`src/rtl/at_pkg.sv`:
```
// Shared constants and types for the AT capture/drain blocks.
package at_pkg;

    localparam int AT_DATA_W      = 8;
    localparam int AT_DRAIN_DEPTH = 4;
    localparam int AT_PTR_W       = $clog2(AT_DRAIN_DEPTH);

    typedef logic [AT_DATA_W-1:0] at_word_t;

endpackage : at_pkg

```
`src/rtl/at_drain_mem.sv`:
```
// Register-array storage for the drain FIFO: one write port, asynchronous read.
module at_drain_mem
    import at_pkg::*;
#(
    parameter int size  = AT_DATA_W,
    parameter int depth = AT_DRAIN_DEPTH,
    parameter int ptr_w = AT_PTR_W
) (
    input  logic             clk,
    input  logic             we,
    input  logic [ptr_w-1:0] waddr,
    input  logic [size-1:0]  wdata,
    input  logic [ptr_w-1:0] raddr,
    output logic [size-1:0]  rdata
);

    logic [size-1:0] mem_q [depth];

    // Storage write; contents are intentionally not reset.
    always_ff @(posedge clk) begin
        if (we) begin
            mem_q[waddr] <= wdata;
        end
    end

    assign rdata = mem_q[raddr];

endmodule : at_drain_mem

```
`src/rtl/at_latch_drain.sv`:
```
// Strobe-captured words buffered in a small FIFO and drained over valid/ready.
// Optional sticky overflow flag enabled by defining AT_LATCH_DRAIN_OVFL_EN.
module at_latch_drain
    import at_pkg::*;
#(
    parameter int size  = AT_DATA_W,
    parameter int depth = AT_DRAIN_DEPTH,
    parameter int ptr_w = AT_PTR_W
) (
    input  logic             clk,
    input  logic             reset,
    input  logic             e,
    input  logic [size-1:0]  d,
    output logic             full,
    output logic [size-1:0]  q,
    output logic             q_valid,
    input  logic             q_ready,
    output logic [ptr_w:0]   count,
    output logic             ovfl
);

    localparam logic [ptr_w-1:0] PTR_ONE   = {{(ptr_w-1){1'b0}}, 1'b1};
    localparam logic [ptr_w:0]   CNT_ONE   = {{ptr_w{1'b0}}, 1'b1};
    localparam logic [ptr_w:0]   CNT_DEPTH = (ptr_w+1)'(depth);

    logic [ptr_w-1:0] wr_ptr_q, wr_ptr_d;
    logic [ptr_w-1:0] rd_ptr_q, rd_ptr_d;
    logic [ptr_w:0]   count_q,  count_d;
    logic             push_s, pop_s;
    logic [size-1:0]  rdata_s;

    assign full    = (count_q == CNT_DEPTH);
    assign q_valid = (count_q != {(ptr_w+1){1'b0}});
    assign count   = count_q;
    assign pop_s   = q_valid && q_ready;
    assign push_s  = e && (!full || pop_s);
    assign q       = q_valid ? rdata_s : {size{1'b0}};

    at_drain_mem #(
        .size  (size),
        .depth (depth),
        .ptr_w (ptr_w)
    ) u_mem (
        .clk   (clk),
        .we    (push_s),
        .waddr (wr_ptr_q),
        .wdata (d),
        .raddr (rd_ptr_q),
        .rdata (rdata_s)
    );

    // Next-state for pointers and occupancy.
    always_comb begin
        wr_ptr_d = wr_ptr_q;
        rd_ptr_d = rd_ptr_q;
        count_d  = count_q;
        if (push_s) begin
            wr_ptr_d = wr_ptr_q + PTR_ONE;
        end else begin
            wr_ptr_d = wr_ptr_q;
        end
        if (pop_s) begin
            rd_ptr_d = rd_ptr_q + PTR_ONE;
        end else begin
            rd_ptr_d = rd_ptr_q;
        end
        case ({push_s, pop_s})
            2'b10:   count_d = count_q + CNT_ONE;
            2'b01:   count_d = count_q - CNT_ONE;
            default: count_d = count_q;
        endcase
    end

    // Pointer and occupancy registers.
    always_ff @(posedge clk) begin
        if (reset) begin
            wr_ptr_q <= {ptr_w{1'b0}};
            rd_ptr_q <= {ptr_w{1'b0}};
            count_q  <= {(ptr_w+1){1'b0}};
        end else begin
            wr_ptr_q <= wr_ptr_d;
            rd_ptr_q <= rd_ptr_d;
            count_q  <= count_d;
        end
    end

`ifdef AT_LATCH_DRAIN_OVFL_EN
    logic ovfl_q, ovfl_d;

    // Sticky drop detection: a strobe arrived while full and nothing left.
    always_comb begin
        ovfl_d = ovfl_q;
        if (e && full && !pop_s) begin
            ovfl_d = 1'b1;
        end else begin
            ovfl_d = ovfl_q;
        end
    end

    // Overflow flag register, cleared only by reset.
    always_ff @(posedge clk) begin
        if (reset) begin
            ovfl_q <= 1'b0;
        end else begin
            ovfl_q <= ovfl_d;
        end
    end

    assign ovfl = ovfl_q;
`else
    assign ovfl = 1'b0;
`endif

endmodule : at_latch_drain

```
`config.mk`:
```
export PLATFORM = sky130hd
export DESIGN_NAME = at_latch_drain
export DESIGN_NICKNAME = d
export VERILOG_FILES = /design/src/rtl/at_pkg.sv /design/src/rtl/at_drain_mem.sv /design/src/rtl/at_latch_drain.sv
export SDC_FILE = /design/constraint.sdc
export NUM_CORES = 1
export LEC_CHECK = 0
export BUFFER_PORTS_ARGS = -buffer_cell sky130_fd_sc_hd__buf_4
export CAP_MARGIN = 20
export CORE_MARGIN = 10
export CORE_UTILIZATION = 55
export CTS_CLUSTER_SIZE = 24
export DETAILED_ROUTE_END_ITERATION = 8
export PLACE_DENSITY_LB_ADDON = 0.15
export SYNTH_ARGS = -nofsm -noshare
export SYNTH_HDL_FRONTEND = slang
export SYNTH_SLANG_ARGS = --single-unit
export TNS_END_PERCENT = 5
```
`constraint.sdc`:
```
create_clock -name clk -period 1.85 [get_ports clk]
set_input_delay 0.2775 -clock clk [delete_from_list [all_inputs] [get_ports clk]]
set_output_delay 0.2775 -clock clk [all_outputs]
set_load 0.05 [all_outputs]
```
Word-level counts from Yosys, hierarchy flattened. Memory sizes are Yosys's and may differ from the RTL's. A register that Yosys moved wholly into a read port is not among the register bits. Index checks and enable logic that the tools add are counted.

Register bits: 7. Latch bits: 0. RAM bits: 32. ROM bits: 0. Bits of input ports: 12. Output and inout port bits: 14. Memories kept: 1.

Memory list: u_mem.mem_q (depth 4, bits a word 8, read ports 1, clocked after memory_dff 1, wr ports 1, line at_drain_mem.sv:17) `logic [size-1:0] mem_q [depth];`.

$add $sub $neg: 4. $mul: 0. Div/mod/pow operators: 0. Magnitude comparators: 0. Eq/ne operators: 3. Shift-type cells: 0. Muxes and demuxes: 6. Bitwise logic cells: 0. Reductions and logical operators: 6.

Operators by type and width (count): 2-to-1 mux 8 bit (1); one-hot mux 3 bit (2 select lines) (1); adder 2 x 1 -> 2 bit, second input constant (2); 2-to-1 mux 2 bit (2); adder 3 x 1 -> 3 bit, second input constant (1); == test 3 bit, second input constant (1); nonzero test 3 bit (1); subtractor 3 x 1 -> 3 bit, second input constant (1); == test 2 x 1 -> 1 bit, second input constant (1); == test 2 bit, second input constant (1); logical AND 1 bit (2); 2-to-1 mux 1 bit (2); nonzero test 2 bit (1); zero test 1 bit (1); logical OR 1 bit (1).

Longest topological paths before layout. Gate-level depths: netlist of run 1.

Depth in word-level cells: 6. Gate-level depth with buffers: 9.

Cells and area by module. A second synthesis of run 1 with hierarchy kept.

Cell total of the unflattened synthesis: 100. Area, all modules: 1632.8 µm².

Modules (own cells, without submodules): at_drain_mem (instances 1, cells an instance 46, area an instance 1188.6 µm², sequential area each 960.9 µm²); at_latch_drain (instances 1, cells an instance 54, area an instance 444.2 µm², sequential area each 140.1 µm²).

Worst setup path before layout of run 1. Ideal clock, no wire load.

Path kind: register to register. From: register count_q[2] (netlist: count[2]). To: register count_q[2] (netlist: count[2]). Arrival time: 2.378 ns. Required time: 1.719 ns. Setup slack: -0.659 ns. Cell stages (with the launch flop): 10. Cell sequence: dfxtp_1 -> buf_2 -> nor3_1 -> buf_2 -> inv_1 -> nand3_1 -> fa_1 -> nand2b_1 -> o211ai_1 -> a31oi_1.

Cells in the longest elaborated chain, start to end: 6. Elaborated cells on any way between the ends: 12. Classes of those cells: 2 x add/sub; 3 x eq/ne; 1 x mux; 6 x reduce/logical.

Ends and longest elaborated chain: start, declared (line at_latch_drain.sv:28) `logic [ptr_w:0] count_q, count_d;`; start signal, assigned (line at_latch_drain.sv:79) `count_q <= {(ptr_w+1){1'b0}};`; start signal, assigned (line at_latch_drain.sv:83) `count_q <= count_d;`; nonzero test 3 bit * (line at_latch_drain.sv:33) `assign q_valid = (count_q != {(ptr_w+1){1'b0}});`; via q_valid (line at_latch_drain.sv:16) `output logic q_valid,`; logical AND 1 bit * (line at_latch_drain.sv:35) `assign pop_s = q_valid && q_ready;`; logical OR 1 bit (line at_latch_drain.sv:36) `assign push_s = e && (!full || pop_s);`; logical AND 1 bit (line at_latch_drain.sv:36); == test 2 x 1 -> 1 bit or == test 2 bit (tied branches) (line at_latch_drain.sv:67) `case ({push_s, pop_s})`; one-hot mux 3 bit (2 select lines) or nonzero test 2 bit (tied branches).

The timed path passes the listed nets; every way through them passes the cells marked *. A chain may end at the register's enable or synchronous reset.

==> results of run 1 <==
==> worst paths after layout <==
path / end / start / slack [ns] / depth (start not counted)
max: q[5] / register / -0.05 / 4
min: u_mem.mem_q[3][4] / d[4] / 0.12 / 1
max reg2reg: count[2] / count[1] / 0.15 / 7
min reg2reg: wr_ptr_q[1] / wr_ptr_q[1] / 0.53 / 2
==> cells by family (layout without fill, tap and decap cells) <==
family	Yosys count	after routing	share of synthesized area, %
buf+inv	16	43	4.77
other cells	1	1	0.207
xor+xnor	3	3	1.45
fa+ha+maj	5	5	3.88
mux	10	10	11.1
compound gates	14	14	5.95
simple gates	30	30	9.48
flops	41	41	63.1
==> synth_stat cells <==
master / number
nand3_1: 3
nor2b_1: 8
nand3b_1: 1
mux2_2: 1
nand2_1: 1
mux4_2: 8
clkbuf_2: 1
xnor2_1: 1
o311ai_0: 1
a31oi_4: 1
o2111ai_1: 1
dfxtp_1: 9
conb_1: 1
nand2b_1: 3
ha_1: 4
a21oi_1: 4
o21bai_1: 1
o21ba_2: 1
xor2_1: 2
buf_4: 2
nor2_2: 1
or2_2: 1
o21ai_1: 1
or3_1: 2
nor2_1: 4
buf_2: 2
a31oi_1: 1
fa_1: 1
o21ai_0: 1
buf_1: 1
buf_6: 2
mux2i_1: 1
inv_1: 8
and2_1: 5
nor3_1: 1
o211ai_1: 2
edfxtp_1: 32
==> worst register-to-register path, cell delays in order (launching register included) <==
cell and delay (ns):
dfxtp_2 0.39, nor3_4 0.28, clkinvlp_4 0.14, nand3_2 0.07, fa_1 0.18, nand3b_1 0.09
or3_1 0.32, a31oi_1 0.15
==> power by group <==
part	internal, W	switching, W
Clock	0.000288	0.000285
Combinational	0.000337	0.000491
Sequential	0.00106	0.0000553
Total	0.00169	0.000831
==> stage by stage <==
step / setup TNS [ns] / hold slack [ns]
3_5_place_dp: 0 / 0.482
3_3_place_gp: 0 / 0.477
2_1_floorplan: -0.260 / 0.376
6_report: -0.321 / 0.124
4_1_cts: -0.436 / 0.115
5_1_grt: -0.846 / 0.101
==> cell usage in the layout, fill, tap and decap left out, types with 2 or more instances in the layout <==
cell type / netlist / final
a21oi_1: 4 / 4
and2_1: 5 / 5
buf_4: 2 / 16
buf_6: 2 / 10
clkbuf_4: 0 / 5
dfxtp_1: 9 / 5
dfxtp_2: 0 / 3
edfxtp_1: 32 / 32
ha_1: 4 / 4
inv_1: 8 / 7
mux4_2: 8 / 8
nand2b_1: 3 / 3
nand3_1: 3 / 2
nor2_1: 4 / 4
nor2b_4: 0 / 7
o211ai_1: 2 / 2
or3_1: 2 / 2
xor2_1: 2 / 2
==> repair_timing <==
item / CTS / global route
gates cloned: 0 / 0
resized for setup: 17 / 11
setup endpoints to repair: 8 / 10
==> area by class of cell <==
class	instances	area share, %
multi-input cells	63	29.3
clock inverters	2	1.75
flip-flops and latches	41	51.9
inverters	8	1.53
well taps	44	2.49
repair buffers	27	11.2
clock buffers	6	1.86
==> routing by layer <==
metal  routed length, um  vias up  GRT usage (%)
met2                1890       21           22.1
met3                 155        7           4.95
met4                  29        0           2.74
met1                1330      497           12.2
met5                   0        -              0
li1                    -      487              -
==> state kept, by name, indices dropped and copies added (netlist names), named ones only <==
register	count
u_mem.mem_q	32
count	3
rd_ptr_q	2
wr_ptr_q	2
==> impl_metrics.py, run 1 <==
metrics = {
    "critical_path": {
        "worst_ep_arrival_time_ns": 1.63,
        "crit_family": "multiplexers",
        "max_stage_delay_ns": 0.51,
        "path_cells": "buf_6 > mux4_2 > nor2b_4 > buf_8",
        "crit_type": "register to primary output",
        "worstSetupEndpointType": "primary output",
        "crit_path_start_kind": "register",
        "crit_buf_inv": 2,
        "worstPathRequired_ns": 1.57,
        "cp_max_fo": 4,
        "critPathSlowestCell": "mux4_2",
    },
    "status": {
        "violations": "negative setup slack",
        "status": "finished with violations",
    },
    "timing": {
        "finalSetupViolations": 8,
        "clock.fmax_ghz": 0.525,
        "rsz0062_at_grt": "yes",
        "fin_skew_ns": 0.00530,
        "min_period_ns": 1.90,
        "drv_slew": 0,
        "setup_ws_ns": -0.0542,
        "report.final.hold_viol_count": 0,
        "period_share_pct": 103,
    },
    "finish": {
        "ff_latch_area_um2": 1150,
        "antenna_cells": 0,
        "stdcell_count": 191,
        "final_area_um2": 2210,
        "area_growth_pct": 22.5,
        "fin_nets": 163,
        "drive_above_1_share_pct": 41.5,
        "fin_util_pct": 71.4,
        "multi_input_area_um2": 649,
        "nFillCells": 207,
    },
    "yosys": {
        "synth_area_um2": 1810,
        "synth_top_area_share_pct": 53.1,
        "synth_cell_types": 37,
        "synth_top_area_cell": "edfxtp_1",
        "postSynthAreaPerCell_um2": 15.1,
        "yosys_warnings": 0,
        "yosysSeqAreaShare_pct": 63.1,
        "synth_area_leaders": "edfxtp_1 53%, dfxtp_1 10%, mux4_2 10%, ha_1 2.8%, nor2b_1 2.8%",
        "syn-num-nets": 137,
        "ys_ff_latch": 41,
        "synth_cells": 120,
    },
    "clock_tree": {
        "cts_made_buffers": 5,
        "cts_tree": "built",
        "cts_setup_buffers": 0,
        "hold_buffers": 0,
        "clkTransAtPathRegs_ns": 0.12,
        "cts_sinks": 41,
        "htreeDepth": 2,
        "ctsLongestPathBuffers": 2,
        "root_buffer": "clkbuf_4",
        "clk_latency_ns": 0.34,
    },
    "global_routing": {
        "grt.total_usage_pct": 11.9,
        "grt_max_degree": 14,
        "first_global_vias": 1106,
        "grt_pass1_wl_um": 5580,
        "antenna_found_initial": 0,
        "grt-ovfl-total": 0,
    },
    "drt": {
        "drt-total-wl_um": 3400,
        "drt_pass1_iterations": 4,
        "viasPerCell": 5.30,
        "drt_iter0_drc": 59,
        "wl_per_cell_um": 17.8,
        "dr_total_vias": 1012,
        "postRouteAntennaNets": 0,
        "drc": 0,
    },
    "pwr": {
        "power_w": 0.00252,
        "power.density_nw_per_um2": 1140,
        "ir_drop_mv": 0.524,
        "p_leak_nw": 0.799,
    },
    "placed_design": {
        "dp_worst_setup_slack_ns": 0.152,
        "post_dp_cell_area_um2": 2030,
        "numPlacedInstances": 183,
        "port-buffer-count": 24,
        "place_congestion": 0.729,
        "dp_hpwl_um": 2320,
    },
    "die": {
        "die_x_um": 77.3,
        "core-area_um2": 3100,
        "ios": 26,
        "die-area_um2": 5980,
        "start_util_pct": 58.3,
        "die_h_um": 77.3,
        "fp-row-count": 20,
    },
    "min_path": {
        "hold_path_class": "primary input to register",
    },
    "run": {
        "maxCapViolCount": 0,
    },
}
No activity file was read; power rests on OpenSTA's default activity.
==> run 2, diff against run 1 <==
--- a/config.mk
+++ b/config.mk
@@ -11,6 +11,8 @@
 export CORE_UTILIZATION = 55
 export CTS_CLUSTER_SIZE = 24
 export DETAILED_ROUTE_END_ITERATION = 8
+export GPL_TIMING_DRIVEN = 0
+export MAX_ROUTING_LAYER = met4
 export PLACE_DENSITY_LB_ADDON = 0.15
 export SYNTH_ARGS = -nofsm -noshare
 export SYNTH_HDL_FRONTEND = slang
==> impl_metrics.py, run 2 (synthesis results as in run 1) <==
metrics = {
    "status": {
        "status": "finished with violations",
        "violations": "negative setup slack",
    },
    "finish": {
        "antenna_cells": 0,
        "area_growth_pct": 22.6,
        "top_register": "u_mem.mem_q",
        "drive_above_1_share_pct": 41.1,
        "most-common-layout-cells": "32 x edfxtp_1, 18 x buf_4, 10 x buf_6",
        "largest_reg_flops": 32,
        "nFillCells": 231,
        "fin_util_pct": 71.4,
        "layout_commonest_cell": "edfxtp_1",
        "fin_nets": 168,
    },
    "critical_path": {
        "reg2reg_depth": 9,
        "worstSetupEndpointType": "primary output",
        "worst-path-stages": 4,
        "worst_ep_arrival_time_ns": 1.64,
        "cp_max_fo": 8,
        "crit_buf_inv": 2,
        "path_cells": "buf_12 > mux4_2 > nor2b_4 > buf_6",
        "worstPathRequired_ns": 1.57,
        "crit_type": "register to primary output",
        "max_stage_delay_ns": 0.51,
        "critPathSlowestCell": "mux4_2",
        "crit_family": "multiplexers",
        "crit_path_start_kind": "register",
    },
    "timing": {
        "fin_skew_ns": 0.00762,
        "rsz0062_at_grt": "yes",
        "period_share_pct": 104,
        "report.final.hold_viol_count": 0,
        "setup_ws_ns": -0.0694,
        "finalSetupViolations": 8,
        "min_period_ns": 1.92,
        "setup_tns_ns": -0.343,
        "clock.fmax_ghz": 0.521,
        "drv_slew": 0,
    },
    "drt": {
        "wl_per_cell_um": 16.7,
        "viasPerCell": 5.31,
        "postRouteAntennaNets": 0,
        "drt-total-wl_um": 3260,
        "dr_total_vias": 1036,
        "drt_pass1_iterations": 4,
        "drc": 0,
        "drt_iter0_drc": 46,
    },
    "die": {
        "core-area_um2": 3100,
        "ios": 26,
        "die-area_um2": 5980,
        "fp-row-count": 20,
        "start_util_pct": 58.3,
        "die_x_um": 77.3,
        "die_h_um": 77.3,
    },
    "global_routing": {
        "first_global_vias": 1156,
        "grt_max_degree": 12,
        "antenna_found_initial": 0,
        "grt-ovfl-total": 0,
        "grt.total_usage_pct": 11.8,
        "grt_pass1_wl_um": 5380,
    },
    "pwr": {
        "p_leak_nw": 0.801,
        "power.density_nw_per_um2": 1070,
        "ir_drop_mv": 0.576,
        "power_w": 0.00236,
    },
    "clock_tree": {
        "cts_tree": "built",
        "cts_sinks": 41,
        "cts_made_buffers": 5,
        "hold_buffers": 0,
        "clk_latency_ns": 0.34,
        "ctsLongestPathBuffers": 2,
        "htreeDepth": 2,
        "root_buffer": "clkbuf_4",
        "clkTransAtPathRegs_ns": 0.11,
    },
    "placed_design": {
        "dp_worst_setup_slack_ns": -0.0123,
        "dp_hpwl_um": 2310,
        "place_congestion": 0.714,
        "port-buffer-count": 22,
    },
    "min_path": {
        "hold_path_class": "primary input to register",
        "whs_path_depth": 1,
    },
    "run": {
        "maxCapViolCount": 0,
    },
}
## run 2: repair_timing
action	4_1_cts	5_1_grt
pin swaps	0	1
endpoints found under the setup margin	10	10
resized for setup	18	8
buffers inserted	0	2
## run 2: final timing paths
path / startpoint / endpoint / slack, ns
max: register / q[1] / -0.07
min: d[2] / u_mem.mem_q[3][2] / 0.13
max reg2reg: count[2] / count[2] / 0.10
min reg2reg: count[0] / count[0] / 0.54
## run 2: power breakdown
group          internal (W)  switching (W)  leakage, nW
Clock              0.000138       0.000254       0.0258
Combinational      0.000361       0.000505        0.406
Sequential          0.00106      0.0000425        0.369
Total               0.00156       0.000802        0.801
## run 2: area by class of cell
class                   instances  area [um^2]  share of cell area, %
flip-flops and latches         41         1150                   51.8
clock inverters                 1         3.75                  0.169
multi-input cells              63          642                   29.0
repair buffers                 24          214                   9.66
well taps                      44         55.1                   2.48
plain buffers                   8         77.6                   3.50
inverters                       8         33.8                   1.52
clock buffers                   6         41.3                   1.86
## run 2: layer usage
| layer | wire (um) | track usage, % |
|---|---|---|
| met5 | 0 | - |
| met4 | 48 | 4.38 |
| met3 | 191 | 4.49 |
| met2 | 1710 | 19.1 |
| met1 | 1310 | 12.9 |
## run 2: metrics by stage
stage	instances	area [um^2]	hold WS, ns
2_1_floorplan	120	1840	0.376
3_3_place_gp	186	2060	0.477
3_5_place_dp	186	2060	0.482
4_1_cts	193	2170	0.121
5_1_grt	195	2220	0.102
6_report	195	2220	0.132
